**src/rtl/cpu_pkg.sv**
```systemverilog
// cpu_pkg: condition codes, comparator flag indices and branch FSM states shared by the CPU blocks.
package cpu_pkg;

    localparam logic [2:0] COND_ALWAYS = 3'd0;
    localparam logic [2:0] COND_EQ     = 3'd1;
    localparam logic [2:0] COND_NE     = 3'd2;
    localparam logic [2:0] COND_GT     = 3'd3;
    localparam logic [2:0] COND_LT     = 3'd4;
    localparam logic [2:0] COND_GE     = 3'd5;
    localparam logic [2:0] COND_LE     = 3'd6;
    localparam logic [2:0] COND_NEVER  = 3'd7;

    // LT is encoded as neither EQ nor GT being set.
    localparam int FLAG_EQ = 0;
    localparam int FLAG_GT = 1;

    typedef enum logic [1:0] {
        ST_IDLE,
        ST_EVAL,
        ST_COMMIT
    } br_state_e;

endpackage

```
**src/rtl/branch_cond_eval.sv**
```systemverilog
// branch_cond_eval: combinational condition-code test against the EQ/GT comparator flags.
module branch_cond_eval
    import cpu_pkg::*;
(
    input  logic [2:0] cond_i,
    input  logic [1:0] flags_i,
    output logic       taken_o
);

    logic eq;
    logic gt;

    assign eq = flags_i[FLAG_EQ];
    assign gt = flags_i[FLAG_GT];

    always_comb begin
        taken_o = 1'b0;
        case (cond_i)
            COND_ALWAYS: taken_o = 1'b1;
            COND_EQ:     taken_o = eq;
            COND_NE:     taken_o = !eq;
            COND_GT:     taken_o = gt;
            COND_LT:     taken_o = !eq && !gt;
            COND_GE:     taken_o = eq || gt;
            COND_LE:     taken_o = !gt;
            COND_NEVER:  taken_o = 1'b0;
            default:     taken_o = 1'b0;
        endcase
    end

endmodule

```
**src/rtl/branch_resolver.sv**
```systemverilog
// branch_resolver: owns the PC, resolves conditional branches over IDLE/EVAL/COMMIT and pulses done/flush.
// Define BRANCH_STATS_EN to add a saturating taken_count output.
module branch_resolver
    import cpu_pkg::*;
#(
    parameter int               WIDTH    = 16,
    parameter logic [WIDTH-1:0] RESET_PC = '0
) (
    input  logic             clk,
    input  logic             reset,
    input  logic             branch,
    input  logic [2:0]       cond,
    input  logic [WIDTH-1:0] target,
    input  logic             step,
    input  logic [WIDTH-1:0] flags,
    output logic [WIDTH-1:0] pc,
    output logic             busy,
    output logic             taken,
    output logic             done,
    output logic             flush
`ifdef BRANCH_STATS_EN
    ,
    output logic [15:0]      taken_count
`endif
);

    br_state_e        state_q, state_d;
    logic [WIDTH-1:0] pc_q, pc_d;
    logic [WIDTH-1:0] target_q, target_d;
    logic [2:0]       cond_q, cond_d;
    logic [1:0]       flags_q, flags_d;
    logic             taken_q, taken_d;
    logic             done_q, done_d;
    logic             flush_q, flush_d;
    logic             eval_taken;
    logic [WIDTH-1:0] pc_inc;
    logic             unused_flags;

    // Only EQ and GT carry meaning; the rest of the comparator word is dropped.
    assign unused_flags = ^flags[WIDTH-1:2];
    assign pc_inc       = pc_q + WIDTH'(1);

    branch_cond_eval u_cond_eval (
        .cond_i  (cond_q),
        .flags_i (flags_q),
        .taken_o (eval_taken)
    );

    always_comb begin
        state_d  = state_q;
        pc_d     = pc_q;
        target_d = target_q;
        cond_d   = cond_q;
        flags_d  = flags_q;
        taken_d  = taken_q;
        done_d   = 1'b0;
        flush_d  = 1'b0;
        case (state_q)
            ST_IDLE: begin
                if (branch) begin
                    cond_d   = cond;
                    target_d = target;
                    flags_d  = flags[1:0];
                    state_d  = ST_EVAL;
                end else if (step) begin
                    pc_d = pc_inc;
                end
            end
            ST_EVAL: begin
                taken_d = eval_taken;
                state_d = ST_COMMIT;
            end
            ST_COMMIT: begin
                pc_d    = taken_q ? target_q : pc_inc;
                done_d  = 1'b1;
                flush_d = taken_q;
                state_d = ST_IDLE;
            end
            default: state_d = ST_IDLE;
        endcase
    end

    always_ff @(posedge clk) begin
        if (reset) begin
            state_q  <= ST_IDLE;
            pc_q     <= RESET_PC;
            target_q <= '0;
            cond_q   <= COND_NEVER;
            flags_q  <= '0;
            taken_q  <= 1'b0;
            done_q   <= 1'b0;
            flush_q  <= 1'b0;
        end else begin
            state_q  <= state_d;
            pc_q     <= pc_d;
            target_q <= target_d;
            cond_q   <= cond_d;
            flags_q  <= flags_d;
            taken_q  <= taken_d;
            done_q   <= done_d;
            flush_q  <= flush_d;
        end
    end

`ifdef BRANCH_STATS_EN
    logic [15:0] count_q, count_d;

    assign count_d = (state_q == ST_COMMIT && taken_q && count_q != 16'hFFFF) ? count_q + 16'd1 : count_q;

    always_ff @(posedge clk) begin
        if (reset) count_q <= '0;
        else       count_q <= count_d;
    end

    assign taken_count = count_q;
`endif

    assign pc    = pc_q;
    assign busy  = (state_q != ST_IDLE);
    assign taken = taken_q;
    assign done  = done_q;
    assign flush = flush_q;

endmodule

```
**config.mk**
```make
export PLATFORM = sky130hd
export DESIGN_NAME = branch_resolver
export DESIGN_NICKNAME = d
export VERILOG_FILES = /design/src/rtl/cpu_pkg.sv /design/src/rtl/branch_cond_eval.sv /design/src/rtl/branch_resolver.sv
export SDC_FILE = /design/constraint.sdc
export NUM_CORES = 1
export LEC_CHECK = 0
export BUFFER_PORTS_ARGS = -buffer_cell sky130_fd_sc_hd__buf_2
export CAP_MARGIN = 25
export CORE_ASPECT_RATIO = 0.5
export CORE_MARGIN = 3
export CORE_UTILIZATION = 51
export CTS_CLUSTER_DIAMETER = 150
export DETAILED_ROUTE_END_ITERATION = 8
export GPL_TIMING_DRIVEN = 0
export PLACE_DENSITY = 0.86
export SLEW_MARGIN = 20
export SYNTH_ARGS = -nofsm -noshare
export SYNTH_HDL_FRONTEND = slang
export SYNTH_SLANG_ARGS = --single-unit
```
**constraint.sdc**
```tcl
create_clock -name clk -period 1.7 [get_ports clk]
set_input_delay 0 -clock clk [delete_from_list [all_inputs] [get_ports clk]]
set_output_delay 0 -clock clk [all_outputs]
set_load 0.05 [all_outputs]
```
==> metrics.yaml <==
route:
  first_pass_iters: 4
  route.detailed.drc: 0
  ant_nets: 0
  num_vias: 2224
  drt_iter0_drc: 177
  routed_wl_um: 5860
  avgRoutedWirePerCell_um: 15.5
  vias_per_cell: 5.87
setup_path:
  r2r_slack_ns: 0.05
  worstPathRequired_ns: 1.88
  critical_path_peak_fanout: 7
  cp.arrival_ns: 1.83
  regToRegStartpoint: "pc[8]"
  path_class: "reg2reg"
  critPathLaunchType: "register"
  crit_start: "pc[8]"
  end_kind: "register"
power_and_ir_drop:
  p_sw_uw: 603
  intPower_mw: 1.78
  clockPowerShare_pct: 41.8
  p_comb_share_pct: 13.3
  finalPower_mw: 2.39
  seqPwrFrac_pct: 44.9
  swShare_pct: 25.3
  p_per_area_nw_per_um2: 901
  leakage_nw: 1.08
  ir_drop_mv: 0.539
synth:
  synth-main-ff-cell: "dfxtp_1"
  async_flop_share_pct: 0
  synth_compound_area_share_pct: 22.9
  yosysUniqueCellTypes: 48
  synth-seq-cells: 42
  synth-edff-count: 0
  syn_area_sq_um: 1990
  synth.net_count: 295
  synth_top_area_share_pct: 42.2
  syn-mean-instance-area_sq_um: 7.81
  yosysWarningCount: 0
  synthAdderAreaFrac_pct: 0.629
  synth-xor-area-share_pct: 0.440
  synth_seq_area_share_pct: 42.2
  synth_most_common_cell: "nand2_1"
  synth_area_leaders: "dfxtp_1 42%, nand2_1 12%, a21oi_1 8.0%"
  synth_top_cell_by_area: "dfxtp_1"
  synth_top_family_by_area: "simple AND/OR/NAND/NOR gates"
  syn_inst: 255
  synth_commonest_cells: "63 x nand2_1, 42 x dfxtp_1, 32 x a21oi_1"
  synth_mux_area_share_pct: 2.51
  synth-simple-area-share_pct: 26.8
global_routing:
  grt_max_degree: 14
  antenna_found_initial: 0
  track_usage_pct: 26.3
  grt-ovfl-total: 0
  grt_pass1_vias: 1980
  grt_pass1_wl_um: 9600
place:
  dpl.hpwl_um: 3870
  io_buffer_count: 44
  gp_congestion: 0.918
  placed_cell_area_sq_um: 2280
  pre_cts_ws_ns: 0.0951
  place_inst: 350
clock_network:
  clock_path_buffers: 2
  cts.htree.levels: 2
  clock-sinks: 42
  cts_root_buf: "clkbuf_8"
  clk_pin_slew_ns: 0.09
  cts_tree: "built"
  clkLatencyLatePin_ns: 0.30
  numCtsBuffers: 5
floorplan:
  dieArea_sq_um: 4730
  fp.dieH_um: 50.2
  start_util_pct: 55.5
  std_cell_rows: 15
  core-area_sq_um: 3580
  io-pin-count: 59
  fp.dieW_um: 94.4
timing:
  holdWs_ns: 0.0652
  period_minus_slack_ns: 1.65
  skew_ns: 0.00539
  setup_ws_ns: 0.0516
  relSlewSlack_pct: 61.2
  hold_viol_final: 0
  rsz0062_at_grt: "true"
  setup_viol: 0
  min_period_over_period_pct: 97.0
  max_freq_mhz: 607
  final_max_slew_viol_count: 0
  tightestPinTransition_ns: 0.583
worst_hold_path:
  hp-class: "in2reg"
  min_from: "branch"
flow_run:
  cap_violations: 0
cells_and_area:
  layout-drive-gt1-share_pct: 22.6
  n_antenna_cell: 0
  syn_to_final_growth_pct: 33.1
  fill_cells: 290
  fin_area_sq_um: 2650
  final_cells: 379
  final_nets: 367
outcome:
  status: "finished clean"
==> sequential cells by signal, indices dropped and copies added, names as in the netlist <==
register  count
cond_q        3
done          1
pc           16
target_q     16
flags_q       2
state_q       2
taken         1
flush         1
==> path summary, 6_finish.rpt <==
| kind | to | cells past startpoint |
|---|---|---|
| min reg2reg | target_q[2] | 2 |
| max reg2reg | pc[13] | 4 |
| min | target_q[0] | 4 |
| max | pc[13] | 4 |
==> metrics by stage <==
stage	util [%]	TNS (ns)
6_report	73.9	0
5_1_grt	73.9	-0.0744
4_1_cts	73.5	0
3_5_place_dp	63.7	0
3_3_place_gp	63.7	0
2_1_floorplan	-	-0.0283
==> routing by layer <==
metal | vias up | part of all wire [%] | GRT usage (%)
li1 | 1060 | - | -
met4 | 0 | 1.1 | 10.8
met1 | 1072 | 46 | 36.3
met3 | 10 | 6.7 | 5.84
met2 | 82 | 46 | 39.7
met5 | - | 0 | 0
==> cells by family after synthesis <==
family	after synthesis
compound gates	72
xor+xnor	1
fa+ha+maj	1
buf+inv	20
flops	42
mux	5
simple gates	114
==> critical path, cell delays in order (launching register included) <==
cell and delay (ns):
dfxtp_1 0.42, nand3_1 0.26, nor4_1 0.47, mux2i_1 0.29, a21oi_1 0.09
==> area by class of cell <==
class                           count  area (sq um)  share of cell area, %
Inverter                            4          15.0                  0.567
Sequential cell                    42           851                   32.1
Tap cell                           51          63.8                   2.41
Clock inverter                      2          60.1                   2.27
Buffer                             16          82.6                   3.12
Clock buffer                        6          82.6                   3.12
Timing Repair Buffer               65           430                   16.2
Multi-Input combinational cell    193          1060                   40.2
==> cell usage in the layout (no fill, tap or decap), drive strengths merged, types with 2 or more instances in the layout <==
| cell | n |
|---|---|
| o32ai | 3 |
| a21oi | 32 |
| nand4 | 7 |
| a22oi | 4 |
| nand2b | 2 |
| a31oi | 4 |
| dlygate4sd3 | 21 |
| nor4 | 3 |
| dfxtp | 42 |
| buf | 48 |
| inv | 4 |
| and2 | 5 |
| nor2 | 9 |
| nand2 | 63 |
| a2111oi | 2 |
| nand3b | 2 |
| nand3 | 9 |
| o21ai | 10 |
| and3 | 3 |
| clkbuf | 18 |
| a211oi | 4 |
| bufinv | 2 |
| or3 | 2 |
| mux2i | 5 |
| nor3 | 4 |
==> repair_timing <==
action / 4_1_cts / 5_1_grt
buffers inserted: 0 / 0
hold buffers: 21 / 0
gates resized for setup: 0 / 13
endpoints found under the setup margin: 0 / 20
endpoints found under the hold margin: 21 / 0
==> power by group through the flow <==
stage               sequential (mW)  combinational, mW  clock [mW]
finish                         1.07              0.317       0.999
global route                   1.08              0.347        1.05
CTS                            1.07              0.310        1.00
detailed placement             1.09              0.272           0
global placement               1.09              0.265           0
floorplan                      1.12              0.153           0
No activity file was read; power rests on OpenSTA's default activity.
